===== config.mk =====
export PLATFORM = sky130hd
export DESIGN_NAME = video_pattern_gen_flat
export DESIGN_NICKNAME = d
export VERILOG_FILES = /design/src/rtl/video_pattern_gen_pkg.sv /design/src/rtl/video_pattern_gen_if.sv /design/src/rtl/video_pattern_gen_timing_cnt.sv /design/src/rtl/video_pattern_gen.sv /design/src/flat_wrapper.sv
export SDC_FILE = /design/constraint.sdc
export NUM_CORES = 1
export LEC_CHECK = 0
export CORE_MARGIN = 3
export CORE_UTILIZATION = 45
export CTS_BUF_LIST = sky130_fd_sc_hd__clkbuf_16
export CTS_CLUSTER_DIAMETER = 100
export DETAILED_ROUTE_END_ITERATION = 10
export PLACE_DENSITY = 0.67
export SYNTH_ARGS = -nofsm -noshare
export SYNTH_HDL_FRONTEND = slang
export SYNTH_SLANG_ARGS = --single-unit

===== constraint.sdc =====
create_clock -name clk -period 4.1 [get_ports clk]
set_input_delay 0.82 -clock clk [delete_from_list [all_inputs] [get_ports clk]]
set_output_delay 0.82 -clock clk [all_outputs]
set_load 0.01 [all_outputs]

===== src/rtl/video_pattern_gen_pkg.sv =====
// Shared types, default 1280x720 timing and the active-region predicate
// for the video pattern generator.
package video_timing_pkg;

  typedef enum logic [1:0] {
    COL_RAMP = 2'd0,
    ROW_RAMP = 2'd1,
    CHECKER  = 2'd2,
    SOLID    = 2'd3
  } pattern_mode_e;

  localparam int unsigned DEF_H_SYNC     = 40;
  localparam int unsigned DEF_H_BACK     = 220;
  localparam int unsigned DEF_H_DISP     = 1280;
  localparam int unsigned DEF_H_FRONT    = 110;
  localparam int unsigned DEF_V_SYNC     = 5;
  localparam int unsigned DEF_V_BACK     = 20;
  localparam int unsigned DEF_V_DISP     = 720;
  localparam int unsigned DEF_V_FRONT    = 5;
  localparam int unsigned DEF_DATA_WIDTH = 8;
  localparam int unsigned DEF_CNT_WIDTH  = 12;

  // True when (h, v) lies inside the displayed rectangle.
  function automatic logic in_active(input int unsigned h,
                                     input int unsigned v,
                                     input int unsigned h_start,
                                     input int unsigned h_disp,
                                     input int unsigned v_start,
                                     input int unsigned v_disp);
    return (h >= h_start) && (h < h_start + h_disp) &&
           (v >= v_start) && (v < v_start + v_disp);
  endfunction

endpackage


===== src/rtl/video_pattern_gen_if.sv =====
// Pixel stream bundle: sync, qualifier and data towards the frame buffer.
interface video_pattern_gen_if #(
  parameter int unsigned DATA_WIDTH = 8
);

  logic                  img_vsync;
  logic                  img_hsync;
  logic                  img_valid;
  logic [DATA_WIDTH-1:0] img_data;

  modport master (
    output img_vsync,
    output img_hsync,
    output img_valid,
    output img_data
  );

  modport slave (
    input img_vsync,
    input img_hsync,
    input img_valid,
    input img_data
  );

endinterface


===== src/rtl/video_pattern_gen_timing_cnt.sv =====
// Horizontal/vertical position counters with frame wrap and position flags.
// Counters sit at (0,0) whenever run is low.
module video_timing_cnt #(
  parameter int unsigned H_TOTAL   = 1650,
  parameter int unsigned V_TOTAL   = 750,
  parameter int unsigned CNT_WIDTH = 12
) (
  input  logic                 clk,
  input  logic                 rst_n,
  input  logic                 run,
  output logic [CNT_WIDTH-1:0] h_cnt,
  output logic [CNT_WIDTH-1:0] v_cnt,
  output logic                 first_pos,
  output logic                 last_pos
);

  localparam logic [CNT_WIDTH-1:0] H_LAST = CNT_WIDTH'(H_TOTAL - 1);
  localparam logic [CNT_WIDTH-1:0] V_LAST = CNT_WIDTH'(V_TOTAL - 1);
  localparam logic [CNT_WIDTH-1:0] ONE    = CNT_WIDTH'(1);

  // Advance the raster position; wrap line then frame.
  always_ff @(posedge clk or negedge rst_n) begin
    if (!rst_n) begin
      h_cnt <= '0;
      v_cnt <= '0;
    end else if (!run) begin
      h_cnt <= '0;
      v_cnt <= '0;
    end else if (h_cnt == H_LAST) begin
      h_cnt <= '0;
      v_cnt <= (v_cnt == V_LAST) ? '0 : v_cnt + ONE;
    end else begin
      h_cnt <= h_cnt + ONE;
    end
  end

  assign first_pos = (h_cnt == '0) && (v_cnt == '0);
  assign last_pos  = (h_cnt == H_LAST) && (v_cnt == V_LAST);

endmodule


===== src/rtl/video_pattern_gen.sv =====
// Video timing and test-pattern source: run/stop FSM on frame boundaries,
// per-frame pattern latch, registered sync/valid/data decode and frame count.
module video_pattern_gen
  import video_timing_pkg::*;
#(
  parameter int unsigned H_SYNC     = DEF_H_SYNC,
  parameter int unsigned H_BACK     = DEF_H_BACK,
  parameter int unsigned H_DISP     = DEF_H_DISP,
  parameter int unsigned H_FRONT    = DEF_H_FRONT,
  parameter int unsigned V_SYNC     = DEF_V_SYNC,
  parameter int unsigned V_BACK     = DEF_V_BACK,
  parameter int unsigned V_DISP     = DEF_V_DISP,
  parameter int unsigned V_FRONT    = DEF_V_FRONT,
  parameter int unsigned DATA_WIDTH = DEF_DATA_WIDTH,
  parameter int unsigned CNT_WIDTH  = DEF_CNT_WIDTH
) (
  input  logic                  clk,
  input  logic                  rst_n,
  input  logic                  enable,
  input  logic [1:0]            mode,
  input  logic [DATA_WIDTH-1:0] solid_value,
  video_pattern_gen_if.master   img,
  output logic                  frame_done,
  output logic [15:0]           frame_cnt,
  output logic                  busy
);

  localparam int unsigned H_TOTAL = H_SYNC + H_BACK + H_DISP + H_FRONT;
  localparam int unsigned V_TOTAL = V_SYNC + V_BACK + V_DISP + V_FRONT;
  localparam int unsigned H_START = H_SYNC + H_BACK;
  localparam int unsigned V_START = V_SYNC + V_BACK;

  typedef enum logic [1:0] {
    IDLE      = 2'd0,
    RUN       = 2'd1,
    STOP_PEND = 2'd2
  } state_e;

  state_e state;
  state_e state_nxt;

  logic                 run;
  logic [CNT_WIDTH-1:0] h_cnt;
  logic [CNT_WIDTH-1:0] v_cnt;
  logic                 first_pos;
  logic                 last_pos;

  pattern_mode_e         mode_q;
  logic [DATA_WIDTH-1:0] solid_q;

  pattern_mode_e         cur_mode;
  logic [DATA_WIDTH-1:0] cur_solid;
  logic [CNT_WIDTH-1:0]  x_rel;
  logic [CNT_WIDTH-1:0]  y_rel;
  logic                  checker_on;
  logic                  active;
  logic                  vsync_d;
  logic                  hsync_d;
  logic                  valid_d;
  logic [DATA_WIDTH-1:0] data_d;
  logic                  done_d;

  assign run = (state != IDLE);

  video_timing_cnt #(
    .H_TOTAL   (H_TOTAL),
    .V_TOTAL   (V_TOTAL),
    .CNT_WIDTH (CNT_WIDTH)
  ) u_cnt (
    .clk       (clk),
    .rst_n     (rst_n),
    .run       (run),
    .h_cnt     (h_cnt),
    .v_cnt     (v_cnt),
    .first_pos (first_pos),
    .last_pos  (last_pos)
  );

  // State register.
  always_ff @(posedge clk or negedge rst_n) begin
    if (!rst_n) begin
      state <= IDLE;
    end else begin
      state <= state_nxt;
    end
  end

  // Next state: stop requests only take effect at the last frame position.
  always_comb begin
    state_nxt = state;
    unique case (state)
      IDLE: begin
        if (enable) state_nxt = RUN;
      end
      RUN: begin
        if (!enable) state_nxt = STOP_PEND;
      end
      STOP_PEND: begin
        if (enable)        state_nxt = RUN;
        else if (last_pos) state_nxt = IDLE;
      end
      default: state_nxt = IDLE;
    endcase
  end

  // Capture the pattern selection at the first position of each frame.
  always_ff @(posedge clk or negedge rst_n) begin
    if (!rst_n) begin
      mode_q  <= COL_RAMP;
      solid_q <= '0;
    end else if (run && first_pos) begin
      mode_q  <= pattern_mode_e'(mode);
      solid_q <= solid_value;
    end
  end

  // Output decode from the current raster position and frame pattern.
  always_comb begin
    // At (0,0) the latch is being loaded this cycle, so use the live inputs.
    cur_mode   = first_pos ? pattern_mode_e'(mode) : mode_q;
    cur_solid  = first_pos ? solid_value : solid_q;
    x_rel      = h_cnt - CNT_WIDTH'(H_START);
    y_rel      = v_cnt - CNT_WIDTH'(V_START);
    checker_on = 1'((32'(x_rel) ^ 32'(y_rel)) >> 4);
    active     = in_active(32'(h_cnt), 32'(v_cnt), H_START, H_DISP, V_START, V_DISP);
    vsync_d    = 1'b0;
    hsync_d    = 1'b0;
    valid_d    = 1'b0;
    data_d     = '0;
    done_d     = 1'b0;
    if (run) begin
      vsync_d = (32'(v_cnt) < V_SYNC);
      hsync_d = (32'(h_cnt) < H_SYNC);
      valid_d = active;
      done_d  = last_pos;
      if (active) begin
        unique case (cur_mode)
          COL_RAMP: data_d = DATA_WIDTH'(h_cnt);
          ROW_RAMP: data_d = DATA_WIDTH'(y_rel);
          CHECKER:  data_d = checker_on ? '1 : '0;
          SOLID:    data_d = cur_solid;
          default:  data_d = '0;
        endcase
      end
    end
  end

  // Output registers, frame counter and busy flag.
  always_ff @(posedge clk or negedge rst_n) begin
    if (!rst_n) begin
      img.img_vsync <= 1'b0;
      img.img_hsync <= 1'b0;
      img.img_valid <= 1'b0;
      img.img_data  <= '0;
      frame_done    <= 1'b0;
      frame_cnt     <= '0;
      busy          <= 1'b0;
    end else begin
      img.img_vsync <= vsync_d;
      img.img_hsync <= hsync_d;
      img.img_valid <= valid_d;
      img.img_data  <= data_d;
      frame_done    <= done_d;
      busy          <= run;
      if (done_d) frame_cnt <= frame_cnt + 16'd1;
    end
  end

endmodule


===== src/flat_wrapper.sv =====
// flat-port wrapper written by rule: the top's interface ports become plain ports
module video_pattern_gen_flat import video_timing_pkg::*;
#(
  parameter int unsigned H_SYNC     = DEF_H_SYNC,
  parameter int unsigned H_BACK     = DEF_H_BACK,
  parameter int unsigned H_DISP     = DEF_H_DISP,
  parameter int unsigned H_FRONT    = DEF_H_FRONT,
  parameter int unsigned V_SYNC     = DEF_V_SYNC,
  parameter int unsigned V_BACK     = DEF_V_BACK,
  parameter int unsigned V_DISP     = DEF_V_DISP,
  parameter int unsigned V_FRONT    = DEF_V_FRONT,
  parameter int unsigned DATA_WIDTH = DEF_DATA_WIDTH,
  parameter int unsigned CNT_WIDTH  = DEF_CNT_WIDTH
)
  (clk, rst_n, enable, mode, solid_value, frame_done, frame_cnt, busy, img_img_vsync, img_img_hsync, img_img_valid, img_img_data);
  video_pattern_gen_if #(.DATA_WIDTH(DATA_WIDTH)) img_i ();
  input  logic clk;
  input  logic rst_n;
  input  logic enable;
  input  logic [1:0] mode;
  input  logic [DATA_WIDTH-1:0] solid_value;
  output logic frame_done;
  output logic [15:0] frame_cnt;
  output logic busy;
  output wire logic [$bits(img_i.img_vsync)-1:0] img_img_vsync;
  output wire logic [$bits(img_i.img_hsync)-1:0] img_img_hsync;
  output wire logic [$bits(img_i.img_valid)-1:0] img_img_valid;
  output wire logic [$bits(img_i.img_data)-1:0] img_img_data;
  assign img_img_vsync = img_i.img_vsync;
  assign img_img_hsync = img_i.img_hsync;
  assign img_img_valid = img_i.img_valid;
  assign img_img_data = img_i.img_data;
  video_pattern_gen #(.H_SYNC(H_SYNC), .H_BACK(H_BACK), .H_DISP(H_DISP), .H_FRONT(H_FRONT), .V_SYNC(V_SYNC), .V_BACK(V_BACK), .V_DISP(V_DISP), .V_FRONT(V_FRONT), .DATA_WIDTH(DATA_WIDTH), .CNT_WIDTH(CNT_WIDTH)) u_core (.clk(clk), .rst_n(rst_n), .enable(enable), .mode(mode), .solid_value(solid_value), .img(img_i), .frame_done(frame_done), .frame_cnt(frame_cnt), .busy(busy));
endmodule

==> run metrics <==
commonest cells in the netlist 65 x sky130_fd_sc_hd__dfrtp_1, 46 x sky130_fd_sc_hd__nor2_1, 26 x sky130_fd_sc_hd__nand2_1; synthesized area per cell 10.0 um^2; num ports 42; number of resized instances in the post-cts repair step 0; count of standard-cell rows 31; class of the most critical setup path reg -> reg; CP startpoint kind register; via-per-instance ratio 5.44; number of endpoints failing setup at the final stage 0; arrival time at the worst endpoint 3.29 ns; worst setup slack after placement 1.04 ns; post-synthesis net count 370; Hold Buf Count CTS 0; ratio of final minimum period to clock period 0.754; horizontal die dimension 94.2 um; wire length of the first global-routing pass 13.2 mm; worst-skew pair later-pin latency 0.33 ns; Tightest Pin Transition 0.972 ns; number of global-route vias before repair 2592; buffer count from post-CTS setup fixing 0; CTS Buf Count 9; root buf cell sky130_fd_sc_hd__clkbuf_16; CORE AREA 7410 um^2; number of H-tree levels 3; RSZ-0062 raised after global routing false; CP Data Required Time 4.30 ns; Initial Utilization 0.473; Routed Antenna Nets 0; number of flops mapped to enable cells by yosys 0; total DRC errors in the routed layout 0; antenna violations before repair 0; Fin. Hold Viols 0; Clk pin slew, worst setup/hold paths 0.05 ns; Power per Cell Area 450 nW/um^2; maximum number of pins on one net before global-route repair 45; count of synthesis-stage warnings from yosys 0; maximum capacitance violations 0; Remaining Overflow, GRT 0; instance area after placement 3960 um^2; portion of the post-synthesis area used by sequential elements 0.464; static leakage 1.83 nW; input/output buffers 41; final routed wirelength across all metal layers 7.85 mm; Initial DRC Count 144; accumulated negative setup slack 0 ns; number of search-and-repair iterations in the first detailed-routing pass 5; TritonCTS sink count 65; distinct cell type count after synthesis 45; final setup skew 0.00576 ns; die height 94.2 um; flops & latches, synth 65; clock tree from TritonCTS built; worst supply voltage drop on vdd 0.000217 V; Async S/R FF share, synth 1.00; Detailed Place HPWL 5.46 mm; die outline area 8880 um^2; synth top area cells sky130_fd_sc_hd__dfrtp_1 46%, sky130_fd_sc_hd__xnor2_1 6.3%, sky130_fd_sc_hd__xor2_1 5.0%; final count of pins violating max slew 0; total number of vias 2661; worst min path class reg -> reg; Ant. Diodes 0; maximum root-to-sink buffer count 2; Area Overhead vs Synth 21.7%; slack of the critical path 1.01 ns; number of nets in the finished design 406; layout cell share with drive strength beyond 1 0.113; run status finished, final reports clean; worst relative slew slack 0.352; time the worst path needs with I/O delays and setup 3.09 ns; Design Area, Final 4260 um^2; Mapped Cells 350; GRT Resource Usage Total 0.191; most repeated cell in the gate-level netlist after synthesis sky130_fd_sc_hd__dfrtp_1; f_max 323 MHz; maximum fanout count along the critical path 22; critical path endpoint category register; combined area of all synthesized cells 3500 um^2; Synth area leader sky130_fd_sc_hd__dfrtp_1; predominant post-synthesis flop cell sky130_fd_sc_hd__dfrtp_1; share of Yosys cell area claimed by the top area cell type 0.464; GP Congestion 0.889; DR WL/cell 16.0 um
worst max-delay path, cell delays in order, from the launching register on:
cell and delay, ns:
sky130_fd_sc_hd__dfrtp_1 0.45, sky130_fd_sc_hd__or4_4 0.56, sky130_fd_sc_hd__or4_4 0.51, sky130_fd_sc_hd__or4_4 0.68, sky130_fd_sc_hd__mux2_4 0.39, sky130_fd_sc_hd__o311a_1 0.37
state kept, by name, summed over array words and instances, names as in the netlist:
register and count:
u_core.busy 1, u_core.frame_cnt 16, u_core.frame_done 1, u_core.img.img_data 8, u_core.img.img_hsync 1, u_core.img.img_valid 1
u_core.img.img_vsync 1, u_core.mode_q 2, u_core.solid_q 8, u_core.state 2, u_core.u_cnt.h_cnt 12, u_core.u_cnt.v_cnt 12
final timing paths:
kind,depth (start not counted),slack (ns),startpoint,endpoint
hold / removal,1,0.46,u_core.frame_cnt[15],u_core.frame_cnt[15]
setup / recovery,5,1.01,u_core.u_cnt.v_cnt[8],u_core.img.img_data[1]
min in group asynchronous,1,0.64,rst_n,u_core.img.img_valid
setup reg to reg,5,1.01,u_core.u_cnt.v_cnt[8],u_core.img.img_data[1]
hold reg to reg,1,0.46,u_core.frame_cnt[15],u_core.frame_cnt[15]
max in group asynchronous,2,2.59,rst_n,u_core.u_cnt.v_cnt[9]
through the flow:
stage / std cells / power [mW] / utilization / hold slack (ns)
floorplan: 350 / 1.06 / - / 0.466
global placement: 474 / 1.13 / 0.535 / 0.462
detailed placement: 474 / 1.14 / 0.535 / 0.461
CTS: 489 / 1.93 / 0.575 / 0.467
global route: 489 / 2.01 / 0.575 / 0.491
finish: 489 / 1.92 / 0.575 / 0.465
logic make-up after synthesis:
family | Yosys count | share of synthesized area
adders and majority gates | 7 | 0.0250
and+or+nand+nor | 146 | 0.218
buffers and inverters | 28 | 0.0375
DFF | 65 | 0.464
AOI/OAI and AO/OA | 43 | 0.0875
muxes | 16 | 0.0550
xor gates and xnor gates | 45 | 0.113
power breakdown:
group	total [mW]	internal [mW]	leakage [nW]	switching, mW
Sequential	0.780	0.704	0.871	0.0766
Clock	0.786	0.521	0.155	0.266
Combinational	0.351	0.165	0.802	0.186
Total	1.92	1.39	1.83	0.528
layer usage:
layer  global-route usage  vias to the layer above  part of all wire
li1                     -                     1289                 -
met1                0.272                     1300              0.48
met2                0.279                       59              0.46
met3               0.0361                       13             0.044
met4               0.0915                        0             0.022
met5                    0                        -                 0
final cells by class:
type,instances,area [um^2]
multi-input cells,257,1750
flip-flops and latches,65,1630
clock buffers,9,225
fillers,637,3150
repair buffers,45,435
inverters,8,30.0
clock inverters,6,76.3
well taps,99,124
cell usage in the layout, fill, tap and decap left out, types with 10 or more instances in the layout:
cell type / Yosys / layout
sky130_fd_sc_hd__dfrtp_1: 65 / 65
sky130_fd_sc_hd__nor2_1: 46 / 46
sky130_fd_sc_hd__clkdlybuf4s50_1: 0 / 40
sky130_fd_sc_hd__nand2_1: 26 / 26
sky130_fd_sc_hd__xnor2_1: 25 / 25
sky130_fd_sc_hd__xor2_1: 20 / 20
sky130_fd_sc_hd__nand3_1: 15 / 15
sky130_fd_sc_hd__mux2_2: 12 / 12
sky130_fd_sc_hd__nand4_1: 11 / 11
sky130_fd_sc_hd__inv_1: 8 / 10
sky130_fd_sc_hd__a21oi_1: 10 / 10
sky130_fd_sc_hd__o21ai_0: 10 / 10
Note: power is estimated with default switching activity, not from simulation.
